## config.mk

```make
export PLATFORM = sky130hd
export DESIGN_NAME = mm_word_memory
export DESIGN_NICKNAME = d
export VERILOG_FILES = /design/src/rtl/mm_word_memory.sv
export SDC_FILE = /design/constraint.sdc
export NUM_CORES = 2
export LEC_CHECK = 0
export CAP_MARGIN = 20
export CORE_AREA = 2 2 376 378
export CTS_BUF_LIST = sky130_fd_sc_hd__clkbuf_8
export CTS_CLUSTER_DIAMETER = 150
export DETAILED_ROUTE_END_ITERATION = 16
export DIE_AREA = 0 0 378 380
export PLACE_DENSITY = 0.82
export SLEW_MARGIN = 25
export SYNTH_ARGS = -nofsm -noshare
export SYNTH_HDL_FRONTEND = slang
export SYNTH_SLANG_ARGS = --single-unit
```

## constraint.sdc

```tcl
create_clock -name clk -period 5.8 [get_ports clk]
set_clock_uncertainty 0.2 [all_clocks]
set_input_delay 0.58 -clock clk [delete_from_list [all_inputs] [get_ports clk]]
set_output_delay 0.58 -clock clk [all_outputs]
set_load 0.05 [all_outputs]
```

## src/rtl/mm_word_memory.sv

```systemverilog
// ---------------------------------------------------------------------------
// mm_word_memory
//
// Word-addressed 32-bit scratchpad that serves the start/done memory
// handshake of the matrix-multiply top level. A request is accepted while
// IDLE. It waits LATENCY cycles and then completes with a one-cycle done
// pulse. Reads return operand words. Writes store result words and echo the
// written data on rdata.
//
// Parameters:
//   AW      - address width in words (depth = 2**AW)
//   LATENCY - wait cycles between acceptance and the commit edge (0..15)
//   BASE    - byte address that maps to word 0
//
// Ports:
//   clk        - single clock, rising edge
//   rst        - synchronous active-low reset
//   req_start  - level request, accepted whenever high while IDLE
//   req_addr   - byte address, sampled at acceptance
//   req_we     - 1 = write, 0 = read, sampled at acceptance
//   req_wdata  - write data, sampled at acceptance
//   done       - one-cycle completion pulse
//   rdata      - read data / write echo, held until the next completion
//   err        - qualifies done: misaligned or out-of-range access
//   busy       - high in every state except IDLE
//   txn_count  - completed transactions (errored included), saturating
// ---------------------------------------------------------------------------
module mm_word_memory #(
    parameter int unsigned AW      = 6,
    parameter int unsigned LATENCY = 2,
    parameter logic [31:0] BASE    = 32'h0000_0000
) (
    input  logic        clk,
    input  logic        rst,
    input  logic        req_start,
    input  logic [31:0] req_addr,
    input  logic        req_we,
    input  logic [31:0] req_wdata,
    output logic        done,
    output logic [31:0] rdata,
    output logic        err,
    output logic        busy,
    output logic [15:0] txn_count
);

    localparam int unsigned DEPTH    = 1 << AW;
    localparam bit          ZERO_LAT = (LATENCY == 0);
    // The wait counter loads LATENCY-1. With zero latency WAIT is never
    // entered, so the load value is irrelevant.
    localparam logic [3:0]  CNT_LOAD = ZERO_LAT ? 4'd0 : 4'(LATENCY - 1);

    typedef enum logic [1:0] {
        ST_IDLE = 2'd0,
        ST_WAIT = 2'd1,
        ST_RESP = 2'd2
    } state_t;

    state_t       state_reg;
    state_t       state_next;

    logic [3:0]   cnt_reg;
    logic [31:0]  addr_reg;
    logic         we_reg;
    logic [31:0]  wdata_reg;
    logic [31:0]  rdata_reg;
    logic         err_reg;
    logic [15:0]  txn_count_reg;

    logic [31:0]  mem_reg [DEPTH];

    logic         accept;
    logic         commit;
    logic [31:0]  cur_addr;
    logic         cur_we;
    logic [31:0]  cur_wdata;
    logic [31:0]  word_off;
    logic [AW-1:0] idx;
    logic         bad_access;
    logic         wr_en;
    logic [DEPTH-1:0] wr_sel;

    // -----------------------------------------------------------------------
    // Request acceptance and commit decode
    // -----------------------------------------------------------------------
    assign accept = (state_reg == ST_IDLE) && req_start;

    // The commit edge is the edge that enters RESP. With zero latency that
    // is the acceptance edge itself.
    assign commit = (ZERO_LAT && accept) ||
                    ((state_reg == ST_WAIT) && (cnt_reg == 4'd0));

    // On a zero-latency commit the request has not been latched yet, so the
    // live inputs are used. In every other case the latched copies are used.
    assign cur_addr  = (state_reg == ST_IDLE) ? req_addr  : addr_reg;
    assign cur_we    = (state_reg == ST_IDLE) ? req_we    : we_reg;
    assign cur_wdata = (state_reg == ST_IDLE) ? req_wdata : wdata_reg;

    // The word offset is computed modulo 2^32. Any set bit above AW means
    // out of range. This also catches addresses below BASE, which wrap to a
    // large value.
    assign word_off   = (cur_addr - BASE) >> 2;
    assign idx        = word_off[AW-1:0];
    assign bad_access = (cur_addr[1:0] != 2'b00) || (|word_off[31:AW]);
    assign wr_en      = commit && cur_we && !bad_access;

    // Per-word write strobes.
    genvar gi;
    generate
        for (gi = 0; gi < DEPTH; gi++) begin : g_wr_sel
            localparam logic [AW-1:0] WORD_IDX = AW'(gi);
            assign wr_sel[gi] = wr_en && (idx == WORD_IDX);
        end
    endgenerate

    // -----------------------------------------------------------------------
    // FSM: state register
    // -----------------------------------------------------------------------
    always_ff @(posedge clk) begin
        if (!rst) begin
            state_reg <= ST_IDLE;
        end else begin
            state_reg <= state_next;
        end
    end

    // -----------------------------------------------------------------------
    // FSM: next-state logic
    // -----------------------------------------------------------------------
    always_comb begin
        state_next = state_reg;
        case (state_reg)
            ST_IDLE: begin
                if (req_start) begin
                    state_next = ZERO_LAT ? ST_RESP : ST_WAIT;
                end
            end
            ST_WAIT: begin
                if (cnt_reg == 4'd0) begin
                    state_next = ST_RESP;
                end
            end
            ST_RESP: begin
                state_next = ST_IDLE;
            end
            default: begin
                state_next = ST_IDLE;
            end
        endcase
    end

    // -----------------------------------------------------------------------
    // FSM: outputs
    // -----------------------------------------------------------------------
    always_comb begin
        done = 1'b0;
        busy = 1'b0;
        err  = 1'b0;
        case (state_reg)
            ST_WAIT: begin
                busy = 1'b1;
            end
            ST_RESP: begin
                done = 1'b1;
                busy = 1'b1;
                err  = err_reg;
            end
            default: begin
                done = 1'b0;
                busy = 1'b0;
                err  = 1'b0;
            end
        endcase
    end

    assign rdata     = rdata_reg;
    assign txn_count = txn_count_reg;

    // -----------------------------------------------------------------------
    // Request latch, wait counter, response registers
    // -----------------------------------------------------------------------
    always_ff @(posedge clk) begin
        if (!rst) begin
            cnt_reg       <= 4'd0;
            addr_reg      <= 32'd0;
            we_reg        <= 1'b0;
            wdata_reg     <= 32'd0;
            rdata_reg     <= 32'd0;
            err_reg       <= 1'b0;
            txn_count_reg <= 16'd0;
        end else begin
            if (accept) begin
                addr_reg  <= req_addr;
                we_reg    <= req_we;
                wdata_reg <= req_wdata;
                cnt_reg   <= CNT_LOAD;
            end else if ((state_reg == ST_WAIT) && (cnt_reg != 4'd0)) begin
                cnt_reg <= cnt_reg - 4'd1;
            end

            if (commit) begin
                if (bad_access) begin
                    rdata_reg <= 32'd0;
                    err_reg   <= 1'b1;
                end else if (cur_we) begin
                    rdata_reg <= cur_wdata;
                    err_reg   <= 1'b0;
                end else begin
                    // The read samples the array before this edge's write.
                    // A read commit never writes, so no hazard exists.
                    rdata_reg <= mem_reg[idx];
                    err_reg   <= 1'b0;
                end
                if (txn_count_reg != 16'hFFFF) begin
                    txn_count_reg <= txn_count_reg + 16'd1;
                end
            end
        end
    end

    // -----------------------------------------------------------------------
    // Storage: register array so that reset can clear every word
    // -----------------------------------------------------------------------
    always_ff @(posedge clk) begin
        if (!rst) begin
            for (int i = 0; i < DEPTH; i++) begin
                mem_reg[i] <= 32'd0;
            end
        end else begin
            for (int i = 0; i < DEPTH; i++) begin
                if (wr_sel[i]) begin
                    mem_reg[i] <= cur_wdata;
                end
            end
        end
    end

endmodule

```

After elaboration in Yosys (flattened, before gate mapping)
Memory sizes are Yosys's and may differ from the RTL's.
Index checks and enable logic that the tools add are counted.
{"block": "word_totals", "regBits": 120, "ram_bits": 2048, "input_bits": 68, "out_inout_bits": 51, "word_cells": 498, "n_memories": 1}
{"block": "classes", "n_addsub": 2, "eq_ne": 68, "n_mux": 271, "n_bitwise": 65, "n_reduce_logical": 82}
{"memory": "mem_reg", "depth": 64, "word_bits": 32, "rd": 1, "rd_ports_with_merged_regs": 0, "wr": 64, "line": "69", "text": "logic [31:0] mem_reg [DEPTH];"}
{"op": "2-to-1 mux 32 bit", "count": 68}
{"op": "2-to-1 mux 1 bit", "count": 200}
{"op": "== test 6 bit (second input constant)", "count": 32}
{"op": "== test 6 x 5 -> 1 bit (second input constant)", "count": 16}
{"op": "logical AND 1 bit", "count": 69}
{"op": "OR 1 bit", "count": 64}
{"op": "== test 6 x 4 -> 1 bit (second input constant)", "count": 8}
{"op": "== test 6 x 3 -> 1 bit (second input constant)", "count": 4}
{"op": "OR reduction 24 bit", "count": 1}
{"op": "adder 16 x 1 -> 16 bit (second input constant)", "count": 1}
{"op": "inequality test 16 bit (second input constant)", "count": 1}
{"op": "== test 6 x 2 -> 1 bit (second input constant)", "count": 2}
{"op": "== test 6 x 1 -> 1 bit (second input constant)", "count": 1}
{"op": "logical NOT 6 bit", "count": 1}
{"op": "logical NOT 4 bit", "count": 1}
{"op": "2-to-1 mux 2 bit", "count": 2}
{"op": "inequality test 2 bit (second input constant)", "count": 2}
{"op": "one-hot mux 2 bit (2 select lines)", "count": 1}
{"op": "AND reduction 2 bit", "count": 2}
{"op": "nonzero test 2 bit", "count": 2}
{"op": "nonzero test 4 bit", "count": 1}
{"op": "OR reduction 2 bit", "count": 2}
{"op": "subtractor 4 x 1 -> 4 bit (second input constant)", "count": 1}
{"op": "== test 2 x 1 -> 1 bit (second input constant)", "count": 1}
{"op": "other kinds (5)", "count": 5}

Logic depth before layout (Yosys ltp)
{"block": "depth", "word_depth": 11, "ltp_mapped": 14, "ltp_nobuf": 9}

Worst setup path before layout
Ideal clock, no wire load.
{"block": "synth_path", "path_type": "register to register", "startpoint": "register state_reg[0]", "endpoint": "memory mem_reg[51][0] (enable)", "setup_time_ns": 0.466, "arrival_time_ns": 4.665, "required_ns": 5.134, "setup_slack_ns": 0.470, "stages_incl_launch_ff": 12, "path_buffers": 6, "period_less_slack_ns": 5.330, "cell_sequence": "dfxtp_1 -> inv_1 -> ha_1 -> buf_4 -> mux2_2 -> buf_6 -> buf_6 -> clkbuf_1 -> clkbuf_1 -> buf_1 -> nand3_1 -> o21ai_0"}
{"item": "from (decl)", "line": "58", "text": "state_t state_reg;"}
{"item": "from (signal assigned)", "line": "122", "text": "state_reg <= state_next;"}
{"item": "to (decl)", "line": "69"}

Worst setup path in the final report
{"block": "layout_path", "startpoint": "register state_reg[0]", "endpoint": "register rdata_reg[31] (netlist: rdata[31])"}
{"block": "layout_via", "elab_chain_len": 5, "word_cells_on_any_way": 12, "cone_classes": "eq/ne: 1; mux: 5; reduce/logical: 5; memory: 1"}
{"item": "logical NOT 2 bit", "line": "94, 95, 96"}
{"item": "2-to-1 mux 32 bit", "line": "94", "text": "assign cur_addr = (state_reg == ST_IDLE) ? req_addr : addr_reg;"}
{"item": "memory (64 x 32 bit), or another cell as far along"}
{"item": "2-to-1 mux 32 bit or logical OR 1 bit (tied branches)", "line": "204, 103"}
{"item": "2-to-1 mux 32 bit", "line": "201", "text": "if (bad_access) begin"}
{"item": "to (signal assigned)", "line": "205", "text": "rdata_reg <= cur_wdata;"}
{"item": "to (signal assigned)", "line": "210", "text": "rdata_reg <= mem_reg[idx];"}
{"item": "to (decl)", "line": "65", "text": "logic [31:0] rdata_reg;"}
Parallel ways exist; a longest one is shown, timed or not.
A chain may end at the register's enable or synchronous reset.

==> results.py <==
metrics = {
    "status": {
        "status": "completed",
    },
    "cells_and_area": {
        "largest_reg_flops": 2048,
        "multiInputGateArea_um2": 24370,
        "ff_latch_area_um2": 63900,
        "fin_util": 0.7252,
        "fin_nets": 7741,
        "area_growth_pct": 11.79,
        "final_area_um2": 100900,
        "fill_cells": 8508,
        "drive_above_1_share": 0.1117,
    },
    "critical_path": {
        "critical_path_required_ps": 6530,
        "cp_max_fo": 92,
        "worstSetupStartpointType": "flop",
        "critical_path_arrival_ps": 5710,
        "timing.rr.start": "state_reg[0]",
        "endpoint": "rdata[31]",
        "rrSetupSlack_ps": 820,
        "critPathLaunch": "state_reg[0]",
        "reg2reg_to": "rdata[31]",
        "path_class": "flop to flop",
        "worstRegToRegCells": 8,
        "endpoint_kind": "flop",
    },
    "global_route": {
        "grt_max_degree": 129,
        "first_global_vias": 63611,
        "grt-ovfl-total": 0,
        "antenna_found_initial": 25,
        "track_usage": 0.3834,
        "grt_pass1_wl_um": 402300,
    },
    "place": {
        "place_ws_ps": 922.4,
        "hpwl_um": 166500,
        "dpl_cell_area_um2": 94220,
        "gp_congestion": 1.032,
        "io_buffers": 118,
    },
    "job": {
        "cap_violations": 0,
    },
    "timing": {
        "period_needed_ps": 4979,
        "setup-violations-final": 0,
        "setup_tns_ps": 0,
        "maxSlewViolCount": 0,
        "setup_ws_ps": 821.4,
        "hold_viol_final": 0,
        "max_freq_ghz": 0.2009,
        "relSlewSlack": 0.2260,
        "fin_crit_sh": 0.8584,
        "rsz0062_at_grt": "no",
        "worstMarginPinSlew_ps": 1146,
    },
    "yosys": {
        "synthesis.nets": 7577,
        "yosysWarnings": 0,
        "yosys.area.top_type": "edfxtp_1",
        "synth_cell_types": 64,
        "synth_area_leaders": "edfxtp_1 68%, nand2_1 7.6%, nor2_1 4.8%, nand3_1 3.0%, dfxtp_1 2.7%",
        "postSynthAreaPerCell_um2": 12.03,
        "synth-seq-cells": 2168,
        "synth_area_um2": 90290,
        "synth_cells": 7503,
        "synth_top_area_frac": 0.6811,
        "synth_edf_count": 2048,
        "synthArstFlopShare": 0,
        "ys_top_cells_by_count": "2048 x edfxtp_1, 1822 x nand2_1, 1143 x nor2_1",
        "seq_area_frac_synth": 0.7077,
        "yosysMostFrequentCell": "edfxtp_1",
        "synth_ff_type": "edfxtp_1",
    },
    "route": {
        "drtPass1Iterations": 9,
        "ant_nets": 0,
        "drt_iter0_markers": 11840,
        "vias": 65942,
        "drc": 0,
        "vias_per_cell": 6.719,
        "wl_per_cell_um": 28.30,
        "routed_wl_um": 277700,
    },
    "floorplanning": {
        "rows": 137,
        "initial_utilization": 0.6487,
        "core_area_um2": 139200,
        "dieHeight_um": 380,
        "die_area_um2": 143600,
        "dieWidth_um": 378,
        "ios": 119,
    },
    "pwr": {
        "pwr_density_cell_nw_per_um2": 357.5,
        "power_frac_comb": 0.160,
        "p_leak_nw": 36.49,
        "internal-power_w": 0.02551,
        "swShare": 0.2930,
        "pwr-share-seq": 0.511,
        "p_clk_frac": 0.329,
        "vdd_drop_max_v": 0.0002295,
        "switchingPower_w": 0.01057,
    },
    "hold_path": {
        "min_path_type": "input pin to flop",
        "hp-start": "req_addr[5]",
    },
    "clock_network": {
        "h-tree-depth": 5,
        "numCtsBuffers": 349,
        "clkSinkCount": 2168,
        "clkTransAtPathRegs_ps": 60,
        "worst_skew_pair.late_latency_ps": 1050,
        "cts_tree": "done",
        "clockBufferDepth": 4,
        "clockRootBuffer": "clkbuf_8",
    },
}
layout by cell type, fill, tap and decap left out, types with 17 or more instances in the layout:
master,Yosys,layout
a2111oi_0,25,25
a21oi_1,250,249
a221oi_1,20,20
a22oi_1,37,37
a311oi_1,52,52
a31oi_1,91,91
a32oi_1,19,19
a41o_1,20,20
and3_1,107,107
buf_12,0,37
buf_4,2,205
clkbuf_8,0,364
clkdlybuf4s50_1,0,117
clkinv_1,1,93
clkinv_2,0,37
dfxtp_1,120,120
diode_2,0,17
dlygate4sd3_1,0,60
edfxtp_1,2048,2048
inv_1,36,130
mux2_2,43,40
mux2i_1,66,62
mux4_2,93,93
nand2_1,1822,1809
nand2_4,18,18
nand3_1,549,549
nand4_1,32,32
nor2_1,1143,1142
o2111ai_1,48,48
o21ai_0,61,29
o21ai_4,0,33
worst min-delay path by stage:
| stage | to | slack [ps] | depth (start not counted) |
|---|---|---|---|
| after floorplan | addr_reg[21] | 230 | 2 |
| after detailed placement | wdata_reg[26] | 240 | 2 |
| final | addr_reg[5] | 40 | 3 |
| after global routing | addr_reg[7] | 70 | 3 |
| after global placement | wdata_reg[26] | 240 | 2 |
| after CTS | addr_reg[5] | 10 | 3 |
layer usage:
layer	part of all wire	routed length, µm	track usage	up-vias
met5	0.0011	313	0.008423	-
met4	0.086	23840	0.2693	22
met3	0.16	43750	0.1248	1307
met2	0.44	122700	0.5695	6008
met1	0.31	87100	0.4774	31420
li1	-	-	-	27185
power by group through the flow:
stage,Sequential (W),Combinational (W),Clock [W]
after detailed placement,0.0187,0.00538,0
final,0.0184,0.00578,0.0119
after global routing,0.0185,0.00589,0.0124
after floorplan,0.0187,0.00313,0
after CTS,0.0184,0.00545,0.0118
after global placement,0.0187,0.00523,0
kinds of logic after synthesis:
kind of cell,synth area share
flops,0.7077
simple gates,0.1712
mux,0.03588
fa+ha+maj,0.0008314
compound gates,0.05418
xor+xnor,0.001649
buf+inv,0.02848
critical path: stages (launching register included):
cell      delay (ps)
dfxtp_1          330
inv_1            120
ha_4             500
mux2_8           870
buf_4            630
mux4_2           420
a221oi_1         850
nand2_1          490
a41o_1           310
repair_timing:
| action | CTS | global route |
|---|---|---|
| endpoints found under the hold margin | 65 | 0 |
| resized for setup | 0 | 0 |
| buffers inserted | 0 | 0 |
| hold buffers | 60 | 0 |
final cells by class:
class | count | area share
sequential | 2168 | 0.6331
multi-input combinational | 4691 | 0.2415
clock buffer | 364 | 0.04963
timing repair buffer | 420 | 0.04025
tap | 1876 | 0.02326
clock inverter | 241 | 0.01049
inverter | 37 | 0.001401
antenna | 17 | 0.0004215
metrics by stage:
stage          hold slack, ps  instances  total power [W]
6_report                42.09       9814          0.03608
3_5_place_dp            244.0       9132          0.02411
4_1_cts                 9.811       9797          0.03567
5_1_grt                 71.66       9802          0.03681
3_3_place_gp            238.7       9132          0.02390
2_1_floorplan           231.3       7503          0.02179
Note: power is estimated with default switching activity, not from simulation.
